==> src/rtl/regdst_mux.sv <==
// regdst_mux: rt/rd destination-register select with registered copy and rd-select counter (optional Link via REGDST_LINK_EN)
module regdst_mux #(
  parameter int ADDR_W   = 5,
  parameter int CNT_W    = 16,
  parameter int LINK_REG = 31
) (
  input  logic              clk,
  input  logic              reset,
  input  logic [ADDR_W-1:0] rt,
  input  logic [ADDR_W-1:0] rd,
  input  logic              RegDst,
`ifdef REGDST_LINK_EN
  input  logic              Link,
`endif
  output logic [ADDR_W-1:0] WriteRegister,
  output logic [ADDR_W-1:0] WriteRegister_q,
  output logic              DestIsZero,
  output logic [CNT_W-1:0]  RdSelCount
);
  logic [ADDR_W-1:0] sel, wr_d, wr_q;
  logic [CNT_W-1:0]  cnt_d, cnt_q;
  always_comb begin
    sel   = RegDst ? rd : rt;
`ifdef REGDST_LINK_EN
    wr_d  = Link ? ADDR_W'(LINK_REG) : sel;
`else
    wr_d  = sel;
`endif
    // counts RegDst cycles even when Link overrides the selection
    cnt_d = (RegDst && cnt_q != '1) ? cnt_q + CNT_W'(1) : cnt_q;
  end
  always_ff @(posedge clk) begin
    if (reset) begin
      wr_q  <= '0;
      cnt_q <= '0;
    end else begin
      wr_q  <= wr_d;
      cnt_q <= cnt_d;
    end
  end
  assign WriteRegister   = wr_d;
  assign DestIsZero      = (wr_d == '0);
  assign WriteRegister_q = wr_q;
  assign RdSelCount      = cnt_q;
endmodule

==> config.mk <==
export PLATFORM = sky130hd
export DESIGN_NAME = regdst_mux
export DESIGN_NICKNAME = d
export VERILOG_FILES = /design/src/rtl/regdst_mux.sv
export SDC_FILE = /design/constraint.sdc
export NUM_CORES = 1
export LEC_CHECK = 0
export CORE_ASPECT_RATIO = 0.75
export CORE_UTILIZATION = 38
export CTS_CLUSTER_DIAMETER = 200
export DETAILED_ROUTE_END_ITERATION = 7
export PLACE_DENSITY = 0.73
export SLEW_MARGIN = 20
export SYNTH_ARGS = -nofsm -noshare
export SYNTH_HDL_FRONTEND = slang
export SYNTH_SLANG_ARGS = --single-unit
==> constraint.sdc <==
create_clock -name clk -period 1.7 [get_ports clk]
set_input_delay 0.34 -clock clk [delete_from_list [all_inputs] [get_ports clk]]
set_output_delay 0.34 -clock clk [all_outputs]
set_load 0.01 [all_outputs]
# --- After elaboration in Yosys (flattened, before gate mapping) ---
# Cells that the tools add are included.
word_totals:
  register_bits: 21
  latchBits: 0
  ram_bits: 0
  mem_bits_ro: 0
  in_bits: 13
  word_cells: 7
  mem_count: 0
op_classes:
  addsub: 1
  mul: 0
  n_div: 0
  magnitude_cmp: 0
  n_eq_ne: 1
  n_shift: 0
  mux: 1
  bitwise: 0
  n_reduce_logical: 2
ops:
  columns: ["op", "count"]
  rows:
  - ["16-bit by 1-bit adder with 16-bit output (second input constant)", 1]
  - ["16-bit inequality test (second input constant)", 1]
  - ["5-bit logical NOT", 1]
  - ["5-bit two-way mux", 1]
  - ["1-bit logical AND", 1]

# --- Depth between registers and ports, before layout ---
# Gate-level depths: netlist of run 1.
logic_depth:
  word_depth: 2
  mapped_depth: 6

# --- Least setup slack after synthesis of run 1 ---
# OpenSTA, ideal clock, no wires.
synth_path:
  kind: "register -> register"
  from: "register cnt_q[0], in the netlist RdSelCount[0]"
  to: "register cnt_q[11], in the netlist RdSelCount[11]"
  setup_time_ns: 0.121
  arrival_time_ns: 1.685
  setup_slack_ns: -0.106
  stages_incl_launch_ff: 6
  n_path_buf: 0
  period_less_slack_ns: 1.806
  path_cell_list: "dfxtp_1 -> ha_1 -> nand3_1 -> nor4_2 -> nor4_1 -> mux2_2"
synth_via:
  elab_chain_cells: 2
  elab_cells_between_ends: 3
  cone_classes: "add/sub: 1; eq/ne: 1; reduce/logical: 1"
synth_lines:
  columns: ["element", "line_no", "rtl"]
  rows:
  - ["start: declaration", "21", "logic [CNT_W-1:0] cnt_d, cnt_q;"]
  - ["start signal: assignment", "38", "cnt_q <= cnt_d;"]
  - ["branches (longest 2 deep; another with 16-bit by 1-bit adder with 16-bit output)", null, null]
# Parallel ways; which one is timed is not known.
# A chain may end at the register's enable or synchronous reset.

# --- Worst setup path in the final report of run 1 ---
layout_path:
  from: "input port rd[4]"
  to: "output port WriteRegister[4]"
layout_via:
  elab_chain_cells: 1
layout_lines:
  columns: ["element", "line_no", "rtl"]
  rows:
  - ["start: declaration", "10", "input logic [ADDR_W-1:0] rd,"]
  - ["5-bit two-way mux", "23", "sel = RegDst ? rd : rt;"]
  - ["end: declaration", "15", "output logic [ADDR_W-1:0] WriteRegister,"]
# No other way between the ends.

==> flow_metrics.tcl, run 1 <==
set metrics [dict create \
    fmax_mhz 591 \
    finalSetupViolations 0 \
    slew_viol_final 0 \
    synth_ff_type "dfxtp_1" \
    final_hold_viol_count 0 \
    ant_nets 0 \
    post-place-ws_ns -0.620 \
    slew_headroom_pct 74.5 \
    ir_drop_uv 363 \
    fin_util_pct 77.4 \
    cp_max_fo 3 \
    grt.overflow.total 0 \
    wl_per_cell_um 14.8 \
    leakagePower_nw 0.926 \
    diodes 0 \
    clkTransAtPathRegs_ns 0.12 \
    ys_warn_count 0 \
    whs_endpoint "RdSelCount[7]$_SDFFE_PP0P_" \
    grt_pass1_vias 1120 \
    end_kind "output pin" \
    ff2ff_path_depth 4 \
    port_buffers 39 \
    synth-seq-area-share_pct 40.8 \
    layout.nets 211 \
    power_density_mw_per_mm2 500 \
    setup_slack_ns 0.00806 \
    status "completed" \
    rsz0062_at_grt "true" \
    ys_seq_elements 21 \
    yosysTopAreaCell "dfxtp_1" \
    drt-total-wl_mm 3.41 \
    period_needed_ns 1.69 \
    reg2reg_from "RdSelCount[7]$_SDFFE_PP0P_" \
    grt_pass1_wl_mm 5.27 \
    max_cap_violations 0 \
    vias 1242 \
    r2r_end "RdSelCount[15]$_SDFFE_PP0P_" \
    antenna_found_initial 0 \
    hold_path_class "reg -> reg" \
    dieWidth_um 62.1 \
    cts-root-buf "clkbuf_4" \
    cts_buffer_depth 2 \
    timing.hold.ws_ns 0.542 \
    synthesis.area_mm2 0.00103 \
    synth_top_area_share_pct 40.8 \
    drc 0 \
    crit_type "in -> out" \
    fillers 162 \
    cp.arrival_ns 1.35 \
    track_usage_pct 23.9 \
    final_common_cell "buf_4" \
    finalSetupTns_ns 0 \
    fin_cells 230 \
    holdPathStages 2 \
    cp.required_ns 1.36 \
    synth_area_per_cell_um2 8.59 \
    layout-drive-gt1-share_pct 37.2 \
    synth_edf_count 0 \
    row_count 15 \
    dpl.hpwl_mm 2.49 \
    die_y_um 47.1 \
    place_inst 220 \
    multi_input_area_um2 651 \
    critPathLaunchType "input port" \
    die_area_mm2 0.00293 \
    numCtsBuffers 3 \
    clk_latency_ns 0.31 \
    max_slew.worst_pin.slew_ns 0.380 \
    num_io_pins 40 \
    cts.htree.levels 1 \
    tritoncts "built" \
    seq_area_um2 444 \
    drt_iter0_markers 93 \
    hp-start "RdSelCount[7]$_SDFFE_PP0P_" \
    post-route-period-util_pct 99.5 \
    area_delta_synth_final_pct 81.7 \
    dr.pass1.iters 4 \
    synthArstFlopShare_pct 0 \
    layout_common_cells "buf_4 (34), clkdlybuf4s50_1 (15), nor2_1 (12)" \
    clock_sinks 21 \
    fin_skew_ns 0.00436 \
    netlist_top_cells_area "dfxtp_1 (41%), mux2i_1 (5.8%), a21oi_1 (5.3%)" \
    reg2reg_slack_ns 0.008 \
    viasPerCell 5.40 \
    netlist_instances 120 \
    grt_max_degree 14 \
    yosysUniqueCellTypes 31 \
    place.gp.congestion 0.847 \
    syn_nets 134 \
    initial_core_util_pct 42.6 \
    core_area_mm2 0.00242 \
]
-- final cells by class --
type / count / area share [%]
repair buffers: 77 / 36.9
flip-flops and latches: 21 / 23.7
inverters: 5 / 1.00
clock buffers: 4 / 1.40
well taps: 34 / 2.27
multi-input cells: 89 / 34.7
-- worst max-delay path, cell delays in order --
cell,delay (ns)
clkdlybuf4s50_1,0.42
mux2_2,0.30
dlygate4sd2_1,0.29
-- cells in the mapped netlist (all sizes together), types with 3 or more instances --
cell	n
a21oi	11
and3	3
clkbuf	4
dfxtp	21
inv	5
mux2i	6
nand2	4
nand3	7
nand4	8
nor2	12
nor2b	3
nor3	4
o21ai	5
o31ai	4
or3	4
or4	4
-- through the flow --
| step | power (W) | cell area [um2] |
|---|---|---|
| after floorplan | 0.000575 | 1050 |
| after global placement | 0.000684 | 1710 |
| after detailed placement | 0.000687 | 1710 |
| after CTS | 0.000945 | 1810 |
| after global routing | 0.000975 | 1870 |
| final | 0.000936 | 1870 |
-- worst max path at each step --
stage | slack [ns] | to | startpoint
floorplan | -0.02 | RdSelCount[1]$_SDFFE_PP0P_ | RdSelCount[0]$_SDFFE_PP0P_
global placement | -0.61 | DestIsZero | RegDst
detailed placement | -0.62 | DestIsZero | RegDst
CTS | 0.003 | RdSelCount[3] | RdSelCount[3]$_SDFFE_PP0P_
global route | -0.06 | RdSelCount[1]$_SDFFE_PP0P_ | RdSelCount[9]$_SDFFE_PP0P_
finish | 0.008 | WriteRegister[4] | rd[4]
-- where the power goes --
group / internal, W / total [W] / switching [W] / leakage, nW
combinational: 0.000107 / 0.000181 / 0.0000735 / 0.733
clock: 0.0000919 / 0.000248 / 0.000156 / 0.0150
sequential: 0.000501 / 0.000508 / 0.00000680 / 0.178
-- repair_timing --
item                       4_1_cts  5_1_grt
pin swaps                        2        4
gates resized for setup         40       23
hold endpoints to repair         0        0
gates cloned                     0        0
setup endpoints to repair       24       22
hold buffers                     0        0
setup buffers                    6        1
-- state kept, by name (all words and copies together), names as in the netlist --
signal           cells
WriteRegister_q      5
RdSelCount          16
-- kinds of logic after synthesis --
family                     synth area share, %
and+or+nand+nor                           31.4
AOI/OAI and AO/OA                         14.1
DFF                                       40.8
buffers and inverters                     3.64
muxes                                     8.01
xor gates and xnor gates                 0.850
adders and majority gates                 1.21
-- per-layer routing --
| layer | track usage, % | part of all wire (%) | up-vias |
|---|---|---|---|
| li1 | - | - | 604 |
| met1 | 32.3 | 47 | 594 |
| met2 | 39.8 | 47 | 35 |
| met3 | 4.61 | 4.8 | 9 |
| met4 | 7.44 | 1.9 | 0 |
| met5 | 0 | 0 | - |
No activity file was read; power rests on OpenSTA's default activity.
==> run 2: changes to the inputs <==
Settings changed: PLACE_DENSITY 0.73 to 0.77.
==> flow_metrics.tcl, run 2 (same netlist as run 1, synthesis figures left out) <==
set metrics [dict create \
    drt-total-wl_mm 4.06 \
    die_y_um 47.1 \
    viasPerCell 5.71 \
    setup_slack_ns -0.0534 \
    design_area_mm2 0.00196 \
    grt_pass1_vias 1192 \
    critical-path-top-delay-family "simple AND/OR/NAND/NOR gates" \
    final_common_cell "buf_4" \
    violations "setup timing" \
    cp.required_ns 1.91 \
    holdPathStages 3 \
    dr.pass1.iters 4 \
    drt_iter0_markers 118 \
    cts_buffer_depth 2 \
    rsz0062_at_grt "true" \
    place_area_mm2 0.00166 \
    cts-root-buf "clkbuf_4" \
    place.gp.congestion 0.895 \
    antenna_found_initial 0 \
    power_density_mw_per_mm2 492 \
    layout.nets 212 \
    grt_max_degree 13 \
    initial_core_util_pct 42.6 \
    core_area_mm2 0.00242 \
    slowest_stage "or4_4" \
    largest_register_ffs 16 \
    reg2reg_from "RdSelCount[2]$_SDFFE_PP0P_" \
    area_delta_synth_final_pct 90.3 \
    whs_endpoint "WriteRegister_q[0]$_SDFF_PP0_" \
    diodes 0 \
    cts.htree.levels 1 \
    fin_cells 231 \
    hold_path_class "in -> reg" \
    max_slew.worst_pin.slew_ns 0.378 \
    cp.arrival_ns 1.97 \
    vias 1319 \
    max_cap_violations 0 \
    fmax_mhz 570 \
    ff2ff_path_depth 6 \
    r2r_end "RdSelCount[13]$_SDFFE_PP0P_" \
    end_kind "register" \
    leakagePower_nw 1.04 \
    clk_latency_ns 0.32 \
    slew_viol_final 0 \
    fillers 135 \
    max_stage_delay_ns 0.51 \
    ctsHoldBuffers 0 \
    wl_per_cell_um 17.6 \
    reg2reg_slack_ns -0.05 \
    critPathLaunchType "register" \
    fin_util_pct 81.0 \
    startpoint "RdSelCount[2]$_SDFFE_PP0P_" \
    finalSetupTns_ns -0.107 \
    cp_max_fo 4 \
    grt.overflow.total 0 \
    fin_skew_ns 0.00293 \
    worst-path-buf-inv 2 \
    numCtsBuffers 3 \
    hp-start "rd[0]" \
    dieWidth_um 62.1 \
    ir_drop_uv 435 \
    ant_nets 0 \
    drc 0 \
    grt_pass1_wl_mm 5.48 \
    layout-drive-gt1-share_pct 41.1 \
    port_buffers 39 \
    die_area_mm2 0.00293 \
    place_inst 213 \
    crit_chain "nand3_2 -> or4_4 -> buf_4 -> buf_4 -> o21ai_0 -> a21oi_2" \
    finalSetupViolations 2 \
    crit_type "reg -> reg" \
    tritoncts "built" \
    slew_headroom_pct 74.6 \
    row_count 15 \
    crit_top_cell "buf_4" \
    post-place-ws_ns -0.710 \
    post-route-period-util_pct 103 \
    final_hold_viol_count 0 \
    layout_common_cells "buf_4 (35), dlymetal6s2s_1 (18), clkdlybuf4s50_1 (13), nor2_1 (12), dfxtp_2 (11)" \
    num_io_pins 40 \
    track_usage_pct 24.4 \
    clock_sinks 21 \
    dpl.hpwl_mm 2.32 \
    clkTransAtPathRegs_ns 0.12 \
    period_needed_ns 1.75 \
    status "finished with violations" \
]
-- run 2: changes by cell type in the layout (fill, tap and decap cells not counted), moves of 2 or more --
cell and change:
buf_12 +2, clkdlybuf4s50_1 -2, buf_6 -2, dlygate4sd2_1 -6, dfxtp_1 -2, dlymetal6s2s_1 +8
-- run 2: where the power goes --
part	switching, W	total, W	leakage, nW	internal [W]
registers	0.00000770	0.000507	0.179	0.000500
logic	0.0000823	0.000202	0.844	0.000119
clock network	0.000167	0.000256	0.0177	0.0000882
-- run 2: how the worst max path moves through the flow --
| stage | slack [ns] | end | depth (start not counted) |
|---|---|---|---|
| 6_report | -0.05 | RdSelCount[13]$_SDFFE_PP0P_ | 6 |
| 5_1_grt | -0.09 | RdSelCount[15]$_SDFFE_PP0P_ | 4 |
| 4_1_cts | -0.01 | RdSelCount[15]$_SDFFE_PP0P_ | 4 |
| 3_5_place_dp | -0.71 | DestIsZero | 6 |
| 3_3_place_gp | -0.68 | DestIsZero | 6 |
| 2_1_floorplan | -0.02 | RdSelCount[1]$_SDFFE_PP0P_ | 5 |
-- run 2: worst min-delay path, cell delays in order --
cell,delay (ns)
dlymetal6s2s_1,0.13
mux2i_4,0.09
nor2_1,0.09
-- run 2: what timing repair did --
item | in CTS | in global routing
buffers inserted | 13 | 1
resized for setup | 44 | 29
endpoints found under the hold margin | 0 | 0
endpoints found under the setup margin | 19 | 26
pin swaps | 6 | 5
-- run 2: layer usage --
layer,share of wire (%),global-route usage (%)
met1,39,30.1
met2,51,44.0
met3,8.1,6.31
met4,1.8,6.98
met5,0,0
-- run 2: area by class of cell --
class	instances	area, um2	area share, %
Timing Repair Buffer	78	743	37.9
Multi-Input combinational cell	89	681	34.7
Sequential cell	21	449	22.9
Tap cell	34	42.5	2.17
Clock buffer	3	22.5	1.15
Inverter	5	18.8	0.957
Clock inverter	1	5.00	0.255
-- run 2: per-stage QoR --
step / power, W / hold WS, ns
2_1_floorplan: 0.000575 / 0.502
5_1_grt: 0.00101 / 0.349
3_3_place_gp: 0.000680 / 0.495
4_1_cts: 0.000957 / 0.523
3_5_place_dp: 0.000684 / 0.505
6_report: 0.000965 / 0.361
==> run 3: changes to the inputs <==
Settings changed: CAP_MARGIN set to 25, CORE_MARGIN set to 2, SLEW_MARGIN 20 to unset.
==> flow_metrics.tcl, run 3 (same netlist as run 1, synthesis figures left out) <==
set metrics [dict create \
    die_y_um 49.1 \
    critical-path-top-delay-family "simple AND/OR/NAND/NOR gates" \
    wl_per_cell_um 14.7 \
    clkTransAtPathRegs_ns 0.13 \
    ant_nets 0 \
    cp_max_fo 3 \
    cp.required_ns 1.96 \
    largest_register_ffs 16 \
    critPathLaunchType "register" \
    drt_iter0_markers 112 \
    num_io_pins 40 \
    vias 1250 \
    track_usage_pct 22.4 \
    max_stage_delay_ns 0.55 \
    leakagePower_nw 0.984 \
    drt-total-wl_mm 3.40 \
    grt.overflow.total 0 \
    end_kind "register" \
    core_area_mm2 0.00260 \
    final_common_cell "buf_4" \
    fmax_mhz 597 \
    viasPerCell 5.41 \
    crit_chain "nand4_4 -> or4_4 -> or4_4 -> a21oi_2" \
    max_cap_violations 0 \
    layout_common_cells "buf_4 (33), dlymetal6s2s_1 (15), clkdlybuf4s50_1 (13), nor2_1 (12), a21oi_1 (10)" \
    grt_pass1_vias 1185 \
    reg2reg_from "RdSelCount[7]$_SDFFE_PP0P_" \
    ctsHoldBuffers 0 \
    cts.htree.levels 1 \
    layout-drive-gt1-share_pct 40.5 \
    dieWidth_um 64.1 \
    ff2ff_path_depth 4 \
    row_count 16 \
    cts-root-buf "clkbuf_4" \
    tritoncts "built" \
    post-route-period-util_pct 98.6 \
    finalPower_w 0.000956 \
    slew_viol_final 0 \
    cts_buffer_depth 2 \
    area_delta_synth_final_pct 88.0 \
    fin_util_pct 74.5 \
    crit_end "RdSelCount[15]$_SDFFE_PP0P_" \
    finalSetupViolations 0 \
    place.gp.congestion 0.891 \
    initial_core_util_pct 39.6 \
    crit_top_cell "or4_4" \
    drc 0 \
    cp.arrival_ns 1.93 \
    r2r_end "RdSelCount[15]$_SDFFE_PP0P_" \
    worst-path-buf-inv 0 \
    startpoint "RdSelCount[7]$_SDFFE_PP0P_" \
    slew_headroom_pct 69.5 \
    crit_type "reg -> reg" \
    port_buffers 39 \
    numCtsBuffers 3 \
    diodes 0 \
    period_needed_ns 1.68 \
    antenna_found_initial 0 \
    timing.hold.ws_ns 0.466 \
    dpl.hpwl_mm 2.38 \
    final_hold_viol_count 0 \
    status "completed" \
    power_density_mw_per_mm2 493 \
    hold_path_class "in -> reg" \
    clock_sinks 21 \
    die_area_mm2 0.00315 \
    max_slew.worst_pin.slew_ns 0.454 \
    path_depth 4 \
    fin_skew_ns 0.0122 \
    grt_max_degree 14 \
    slowest_stage "or4_4" \
    grt_pass1_wl_mm 5.61 \
    ir_drop_uv 510 \
    layout.nets 210 \
    dr.pass1.iters 4 \
    reg2reg_slack_ns 0.02 \
    rsz0062_at_grt "true" \
    clk_latency_ns 0.32 \
]
==> run 3: cell types whose count changed in the layout (fill, tap and decap cells not counted), sizes merged <==
cell	before	now
buf	42	41
clkinv	1	0
clkinvlp	0	1
dlygate4sd2	2	4
dlymetal6s2s	18	15
==> run 3: per-layer routing <==
layer  GRT usage [%]  wire, um  vias up
met3            6.47       214        8
li1                -         -      600
met2            36.3      1630       54
met5               0         0        -
met4            4.61        45        0
met1            29.9      1510      588
==> run 3: layout make-up <==
| cell class | instances | area [um2] |
|---|---|---|
| multi-input combinational | 89 | 688 |
| clock buffer | 3 | 22.5 |
| sequential | 21 | 457 |
| fill | 189 | 664 |
| timing repair buffer | 76 | 699 |
| clock inverter | 1 | 7.51 |
| tap | 36 | 45.0 |
| inverter | 5 | 18.8 |
==> run 3: worst register-to-register path: cells and delay by family (launching register included) <==
family / cells / cell delay, ns
DFF: 1 / 0.39
AOI/OAI and AO/OA: 1 / 0.15
and+or+nand+nor: 3 / 1.09
==> run 3: worst min-delay path by stage <==
stage | startpoint | end | slack (ns) | cells past startpoint
final | rd[3] | WriteRegister_q[3]$_SDFF_PP0_ | 0.47 | 4
after global routing | rd[2] | WriteRegister_q[2]$_SDFF_PP0_ | 0.49 | 4
after CTS | RdSelCount[3]$_SDFFE_PP0P_ | RdSelCount[3]$_SDFFE_PP0P_ | 0.54 | 2
after detailed placement | RdSelCount[7]$_SDFFE_PP0P_ | RdSelCount[7]$_SDFFE_PP0P_ | 0.51 | 2
after global placement | RdSelCount[7]$_SDFFE_PP0P_ | RdSelCount[7]$_SDFFE_PP0P_ | 0.50 | 2
after floorplan | RdSelCount[7]$_SDFFE_PP0P_ | RdSelCount[7]$_SDFFE_PP0P_ | 0.50 | 2
==> run 3: metrics by stage <==
stage | setup TNS [ns] | std cells | setup slack (ns) | area (um2)
finish | 0 | 231 | 0.0236 | 1940
global route | -0.00856 | 231 | -0.00551 | 1940
CTS | 0 | 231 | 0.00178 | 1830
detailed placement | -7.17 | 218 | -0.698 | 1680
global placement | -6.66 | 218 | -0.648 | 1680
floorplan | -0.0521 | 120 | -0.0217 | 1050
==> run 3: where the power goes <==
| part | switching [W] | total, W | internal, W |
|---|---|---|---|
| combinational | 0.0000783 | 0.000192 | 0.000113 |
| clock | 0.000169 | 0.000259 | 0.0000898 |
| sequential | 0.00000789 | 0.000505 | 0.000497 |
==> run 3: timing repair <==
| item | 4_1_cts | 5_1_grt |
|---|---|---|
| setup endpoints to repair | 24 | 28 |
| pin swaps | 3 | 7 |
| resized for setup | 44 | 38 |
| buffers inserted | 9 | 0 |
